[src/rtl/wb_regfile_pkg.sv]
// Shared CPU definitions for the writeback register file: datapath width,
// architectural register indices and the writeback data select encoding.
package wb_regfile_pkg;

  localparam int DATA_W   = 16;
  localparam int NUM_REGS = 12;

  localparam logic [3:0] IDX_SP   = 4'd8;
  localparam logic [3:0] IDX_IH   = 4'd9;
  localparam logic [3:0] IDX_RA   = 4'd10;
  localparam logic [3:0] IDX_T    = 4'd11;
  localparam logic [3:0] IDX_NONE = 4'd15;

  typedef enum logic {
    WB_SEL_ALU = 1'b0,
    WB_SEL_MEM = 1'b1
  } wb_sel_e;

  // Indices 12..15 are reserved or "no destination" and never hold state.
  function automatic logic idx_is_arch(input logic [3:0] idx);
    return idx <= IDX_T;
  endfunction

endpackage

[src/rtl/wb_regfile_if.sv]
// MEM/WB writeback inputs, decode-stage read ports and the committed-write
// observation outputs of the register file.
interface wb_regfile_if
  import wb_regfile_pkg::*;
#(
  parameter int W = DATA_W
);
  logic         memtoreg_i;
  logic [3:0]   regdst_i;
  logic         regwrite_i;
  logic [W-1:0] alures_i;
  logic [W-1:0] memres_i;
  logic [3:0]   raddr_a_i;
  logic [3:0]   raddr_b_i;
  logic [W-1:0] rdata_a_o;
  logic [W-1:0] rdata_b_o;
  logic         wb_fire_o;
  logic [3:0]   wb_dst_o;
  logic [W-1:0] wb_data_o;

  modport master (
    output memtoreg_i, regdst_i, regwrite_i, alures_i, memres_i,
    output raddr_a_i, raddr_b_i,
    input  rdata_a_o, rdata_b_o, wb_fire_o, wb_dst_o, wb_data_o
  );

  modport slave (
    input  memtoreg_i, regdst_i, regwrite_i, alures_i, memres_i,
    input  raddr_a_i, raddr_b_i,
    output rdata_a_o, rdata_b_o, wb_fire_o, wb_dst_o, wb_data_o
  );
endinterface

[src/rtl/wb_regfile_rf_read_port.sv]
// One combinational register-file read port: index decode, zero for reserved
// indices and, when WB_BYPASS_EN is defined, write-through of the pending write.
module rf_read_port
  import wb_regfile_pkg::*;
(
  input  logic [3:0]        raddr_i,
  input  logic [DATA_W-1:0] regs_i [NUM_REGS],
  input  logic              wr_en_i,
  input  logic [3:0]        wr_idx_i,
  input  logic [DATA_W-1:0] wdata_i,
  output logic [DATA_W-1:0] rdata_o
);

`ifndef WB_BYPASS_EN
  logic unused_wr;
  assign unused_wr = ^{wr_en_i, wr_idx_i, wdata_i};
`endif

  always_comb begin
    rdata_o = '0;
    for (int i = 0; i < NUM_REGS; i++) begin
      if (raddr_i == 4'(i)) rdata_o = regs_i[i];
    end
`ifdef WB_BYPASS_EN
    // wr_en_i already excludes reserved/none indices, so they never bypass.
    if (wr_en_i && (raddr_i == wr_idx_i)) rdata_o = wdata_i;
`endif
  end

endmodule

[src/rtl/wb_regfile.sv]
// Writeback stage register file: selects ALU/memory result, commits it to
// R0-R7/SP/IH/RA/T and serves two decode read ports (bypass: WB_BYPASS_EN).
module wb_regfile
  import wb_regfile_pkg::*;
#(
  parameter logic [DATA_W-1:0] SP_RST = 16'h0000
) (
  input logic          CLK,
  input logic          RST,
  wb_regfile_if.slave  bus
);

  logic [DATA_W-1:0] regs_q [NUM_REGS];
  logic [DATA_W-1:0] wdata;
  logic              wr_en;
  wb_sel_e           wb_sel;

  logic              wb_fire_q;
  logic [3:0]        wb_dst_q;
  logic [DATA_W-1:0] wb_data_q;

  assign wb_sel = wb_sel_e'(bus.memtoreg_i);
  assign wdata  = (wb_sel == WB_SEL_MEM) ? bus.memres_i : bus.alures_i;
  assign wr_en  = bus.regwrite_i && idx_is_arch(bus.regdst_i);

  always_ff @(posedge CLK or posedge RST) begin
    if (RST) begin
      for (int i = 0; i < NUM_REGS; i++) regs_q[i] <= '0;
      regs_q[IDX_SP] <= SP_RST;
    end else begin
      for (int i = 0; i < NUM_REGS; i++) begin
        if (wr_en && (bus.regdst_i == 4'(i))) regs_q[i] <= wdata;
      end
    end
  end

  // Observe registers keep the last committed write until the next one.
  always_ff @(posedge CLK or posedge RST) begin
    if (RST) begin
      wb_fire_q <= 1'b0;
      wb_dst_q  <= IDX_NONE;
      wb_data_q <= '0;
    end else begin
      wb_fire_q <= wr_en;
      if (wr_en) begin
        wb_dst_q  <= bus.regdst_i;
        wb_data_q <= wdata;
      end
    end
  end

  assign bus.wb_fire_o = wb_fire_q;
  assign bus.wb_dst_o  = wb_dst_q;
  assign bus.wb_data_o = wb_data_q;

  rf_read_port u_port_a (
    .raddr_i  (bus.raddr_a_i),
    .regs_i   (regs_q),
    .wr_en_i  (wr_en),
    .wr_idx_i (bus.regdst_i),
    .wdata_i  (wdata),
    .rdata_o  (bus.rdata_a_o)
  );

  rf_read_port u_port_b (
    .raddr_i  (bus.raddr_b_i),
    .regs_i   (regs_q),
    .wr_en_i  (wr_en),
    .wr_idx_i (bus.regdst_i),
    .wdata_i  (wdata),
    .rdata_o  (bus.rdata_b_o)
  );

endmodule

[src/flat_wrapper.sv]
// flat-port wrapper written by rule: the top's interface ports become plain ports
module wb_regfile_flat import wb_regfile_pkg::*;
#(
  parameter logic [DATA_W-1:0] SP_RST = 16'h0000
)
  (CLK, RST, bus_memtoreg_i, bus_regdst_i, bus_regwrite_i, bus_alures_i, bus_memres_i, bus_raddr_a_i, bus_raddr_b_i, bus_rdata_a_o, bus_rdata_b_o, bus_wb_fire_o, bus_wb_dst_o, bus_wb_data_o);
  wb_regfile_if #(.W(16)) bus_i ();
  input logic CLK;
  input logic RST;
  input wire logic [$bits(bus_i.memtoreg_i)-1:0] bus_memtoreg_i;
  input wire logic [$bits(bus_i.regdst_i)-1:0] bus_regdst_i;
  input wire logic [$bits(bus_i.regwrite_i)-1:0] bus_regwrite_i;
  input wire logic [$bits(bus_i.alures_i)-1:0] bus_alures_i;
  input wire logic [$bits(bus_i.memres_i)-1:0] bus_memres_i;
  input wire logic [$bits(bus_i.raddr_a_i)-1:0] bus_raddr_a_i;
  input wire logic [$bits(bus_i.raddr_b_i)-1:0] bus_raddr_b_i;
  output wire logic [$bits(bus_i.rdata_a_o)-1:0] bus_rdata_a_o;
  output wire logic [$bits(bus_i.rdata_b_o)-1:0] bus_rdata_b_o;
  output wire logic [$bits(bus_i.wb_fire_o)-1:0] bus_wb_fire_o;
  output wire logic [$bits(bus_i.wb_dst_o)-1:0] bus_wb_dst_o;
  output wire logic [$bits(bus_i.wb_data_o)-1:0] bus_wb_data_o;
  assign bus_i.memtoreg_i = bus_memtoreg_i;
  assign bus_i.regdst_i = bus_regdst_i;
  assign bus_i.regwrite_i = bus_regwrite_i;
  assign bus_i.alures_i = bus_alures_i;
  assign bus_i.memres_i = bus_memres_i;
  assign bus_i.raddr_a_i = bus_raddr_a_i;
  assign bus_i.raddr_b_i = bus_raddr_b_i;
  assign bus_rdata_a_o = bus_i.rdata_a_o;
  assign bus_rdata_b_o = bus_i.rdata_b_o;
  assign bus_wb_fire_o = bus_i.wb_fire_o;
  assign bus_wb_dst_o = bus_i.wb_dst_o;
  assign bus_wb_data_o = bus_i.wb_data_o;
  wb_regfile #(.SP_RST(SP_RST)) u_core (.CLK(CLK), .RST(RST), .bus(bus_i));
endmodule
[config.mk]
export PLATFORM = sky130hd
export DESIGN_NAME = wb_regfile_flat
export DESIGN_NICKNAME = d
export VERILOG_FILES = /design/src/rtl/wb_regfile_pkg.sv /design/src/rtl/wb_regfile_if.sv /design/src/rtl/wb_regfile_rf_read_port.sv /design/src/rtl/wb_regfile.sv /design/src/flat_wrapper.sv
export SDC_FILE = /design/constraint.sdc
export NUM_CORES = 1
export LEC_CHECK = 0
export ABC_AREA = 1
export CORE_MARGIN = 2
export CORE_UTILIZATION = 55
export CTS_BUF_LIST = sky130_fd_sc_hd__clkbuf_4
export CTS_CLUSTER_SIZE = 8
export DETAILED_ROUTE_END_ITERATION = 6
export PLACE_DENSITY = 0.79
export RECOVER_POWER = 50
export SYNTH_ARGS = -nofsm -noshare
export SYNTH_HDL_FRONTEND = slang
export SYNTH_HIERARCHICAL = 1
export SYNTH_SLANG_ARGS = --single-unit
[constraint.sdc]
create_clock -name CLK -period 8.21 [get_ports CLK]
set_clock_uncertainty 0.2 [all_clocks]
set_input_delay 2.463 -clock CLK [delete_from_list [all_inputs] [get_ports CLK]]
set_output_delay 2.463 -clock CLK [all_outputs]
set_load 0.01 [all_outputs]
==> metrics.cfg <==
[floorplan]
num_io_pins=101
die_x_um=154
start_util_pct=56.5
fp.coreArea_um2=22000
dieArea_um2=23800
core.rowCount=54
fp.dieH_um=154

[synth]
ys_top_cells_by_area=dfrtp_1 42%, nand2_1 25%, nand3_1 7.6%
syn_avg_cell_area_um2=6.78
synth_top_area_share_pct=42.1
synth_top_area_cell=dfrtp_1
synth_warnings=6
netlist_instances=1832
synth-seq-cells=213
synth_area_um2=12400
synthesis.nets=1880
yosys.cell_types.count=24
seq_area_frac_synth_pct=43.0

[drt]
route.met2.wl_mm=18.5
wl_met1_mm=16.2
drt-total-wl_mm=41.0
drt_iter0_drc=1272
vias=12900
top_layer=met4
wl_per_cell_um=18.2
drt_pass1_iterations=6
wl_met3_mm=4.40
avgViaCountPerCell=5.72
route.detailed.drc=0
ant_nets=0

[clock_tree]
cts_tree=done
clk_latency_ns=0.66
htree_num_levels=2
cts_buffers=56
cts_hold_buf=0
cts_resized=0
clockBufferDepth=3
clk_pin_slew_worst_paths_ns=0.06
clock-sinks=213
cts-root-buf=clkbuf_4
postCtsSetupRepairBufs=0

[worst_hold_path]
worstHoldStart=u_core/regs_q[56]
hold_class=register to register

[grt]
grt_pass1_vias=12500
grt.overflow.total=0
antenna_found_initial=1
grt_max_degree=99
grt_usage_pct=34.9
grt_pass1_wl_mm=66.0

[worst_setup_path]
critical_path_class=input port to output port
cp_data_arrival_time_ns=5.13
path_max_fanout=10
setup.worst_path.start=bus_raddr_a_i[1]
rr_startpoint=u_core/bus.wb_dst_o[1]
cp_data_required_time_ns=5.55
critPathLaunchType=input port
setup.worst_path.end_class=output port

[timing]
relSlewSlack_pct=-68.9
setup_violations=0
layout_min_cycle_time_ns=7.80
slew_viol_final=218
tightestPinTransition_ns=2.53
post-route-period-util_pct=95.0
fmax_mhz=128
tns_ns=0
final_hold_viol_count=0
grt_setup_unrepaired=no

[final_layout]
final_area_um2=14300
area_delta_synth_final_pct=15.2
drive_above_1_share_pct=9.08
final_common_cell=nand2_1
final_cell_mix=843 x nand2_1, 209 x dfrtp_1, 188 x nand3_1
layout.nets=1979
n_fill_cell=1985

[run_status]
violations=max-capacitance violations, max-slew violations
status=finished, violations left

[placement]
post-dp-hpwl_mm=27.2
io_buffers=100
placed_area_um2=13600
gp_congestion=0.950

[pwr]
p_per_area_nw_per_um2=215
p_leak_uw=0.00726
irDropWorstVdd_v=0.000134

[run]
cap_violations=3

## metrics by stage
step | power (µW) | utilization [%] | setup slack (ns) | hold slack [ns] | instances
after floorplan | 1840 | - | 2.06 | 0.263 | 1832
after global placement | 2080 | 61.9 | 0.599 | 0.274 | 2153
after detailed placement | 2110 | 61.9 | 0.530 | 0.281 | 2153
after CTS | 3080 | 65.2 | 0.524 | 0.297 | 2251
after global routing | 3260 | 65.1 | 0.275 | 0.307 | 2252
final | 3080 | 65.1 | 0.413 | 0.296 | 2252
## final timing paths
path	end	slack [ns]	cells after the start
max in group asynchronous	u_core/regs_q[109]	2.15	3
worst max register to register	u_core/bus.wb_dst_o[1]	7.22	2
worst min register to register	u_core/regs_q[56]	0.30	2
worst max-delay path	bus_rdata_a_o[11]	0.41	11
worst min-delay path	u_core/regs_q[56]	0.30	2
min in group asynchronous	u_core/bus.wb_data_o[15]	2.50	2
## Yosys cell counts
master and number:
buf_2 42, nand3_1 188, inv_2 7, nor2_1 114
buf_1 1, nor2_2 14, a21oi_1 22, nand2_1 842
nand4_1 52, or2_0 12, o21ai_0 20, clkbuf_1 29
dfstp_2 4, inv_1 156, nand3_2 2, clkinv_1 2
o21bai_1 64, nand2_2 5, dfrtp_1 209, or2_2 10
nor2_4 12, or2_1 4, nor3b_1 2, buf_4 19
## logic make-up (layout without fill, tap and decap cells)
group,Yosys count,after routing,share of synthesized area (%)
compound gates,106,106,5.56
flops,213,213,43.0
buf+inv,256,395,8.74
other cells,0,1,0
simple gates,1257,1257,42.7
## layout make-up
type / instances / area, µm² / share of cell area, %
antenna: 1 / 2.50 / 0.0175
clock buffer: 90 / 676 / 4.73
clock inverter: 8 / 56.3 / 0.394
inverter: 165 / 621 / 4.34
multi-input combinational: 1363 / 6010 / 42.0
sequential: 213 / 5340 / 37.3
tap: 280 / 350 / 2.45
timing repair buffer: 132 / 1250 / 8.73
## power by group
group          internal (µW)  switching, µW
Clock                    521            447
Combinational            267            389
Sequential              1270            180
## flip-flops by register name (all words and copies together), names as in the netlist
name and cells:
u_core/bus.wb_fire_o 1, u_core/bus.wb_data_o 16, u_core/bus.wb_dst_o 4, u_core/regs_q 192
## layer usage
metal	global-route usage [%]	vias up
li1	-	5918
met1	47.2	6015
met2	54.6	807
met3	7.09	145
met4	16.2	0
met5	0	-
## critical path, cell delays in order
cell	delay, ns
clkdlybuf4s50_1	0.59
nand2_1	0.17
nor2_2	0.48
inv_1	0.27
o21ai_0	0.28
inv_1	0.06
nand2_1	0.09
nand3_1	0.07
nand2_1	0.11
nand2_1	0.06
clkdlybuf4s50_1	0.47
(Power assumes the default switching activity.)
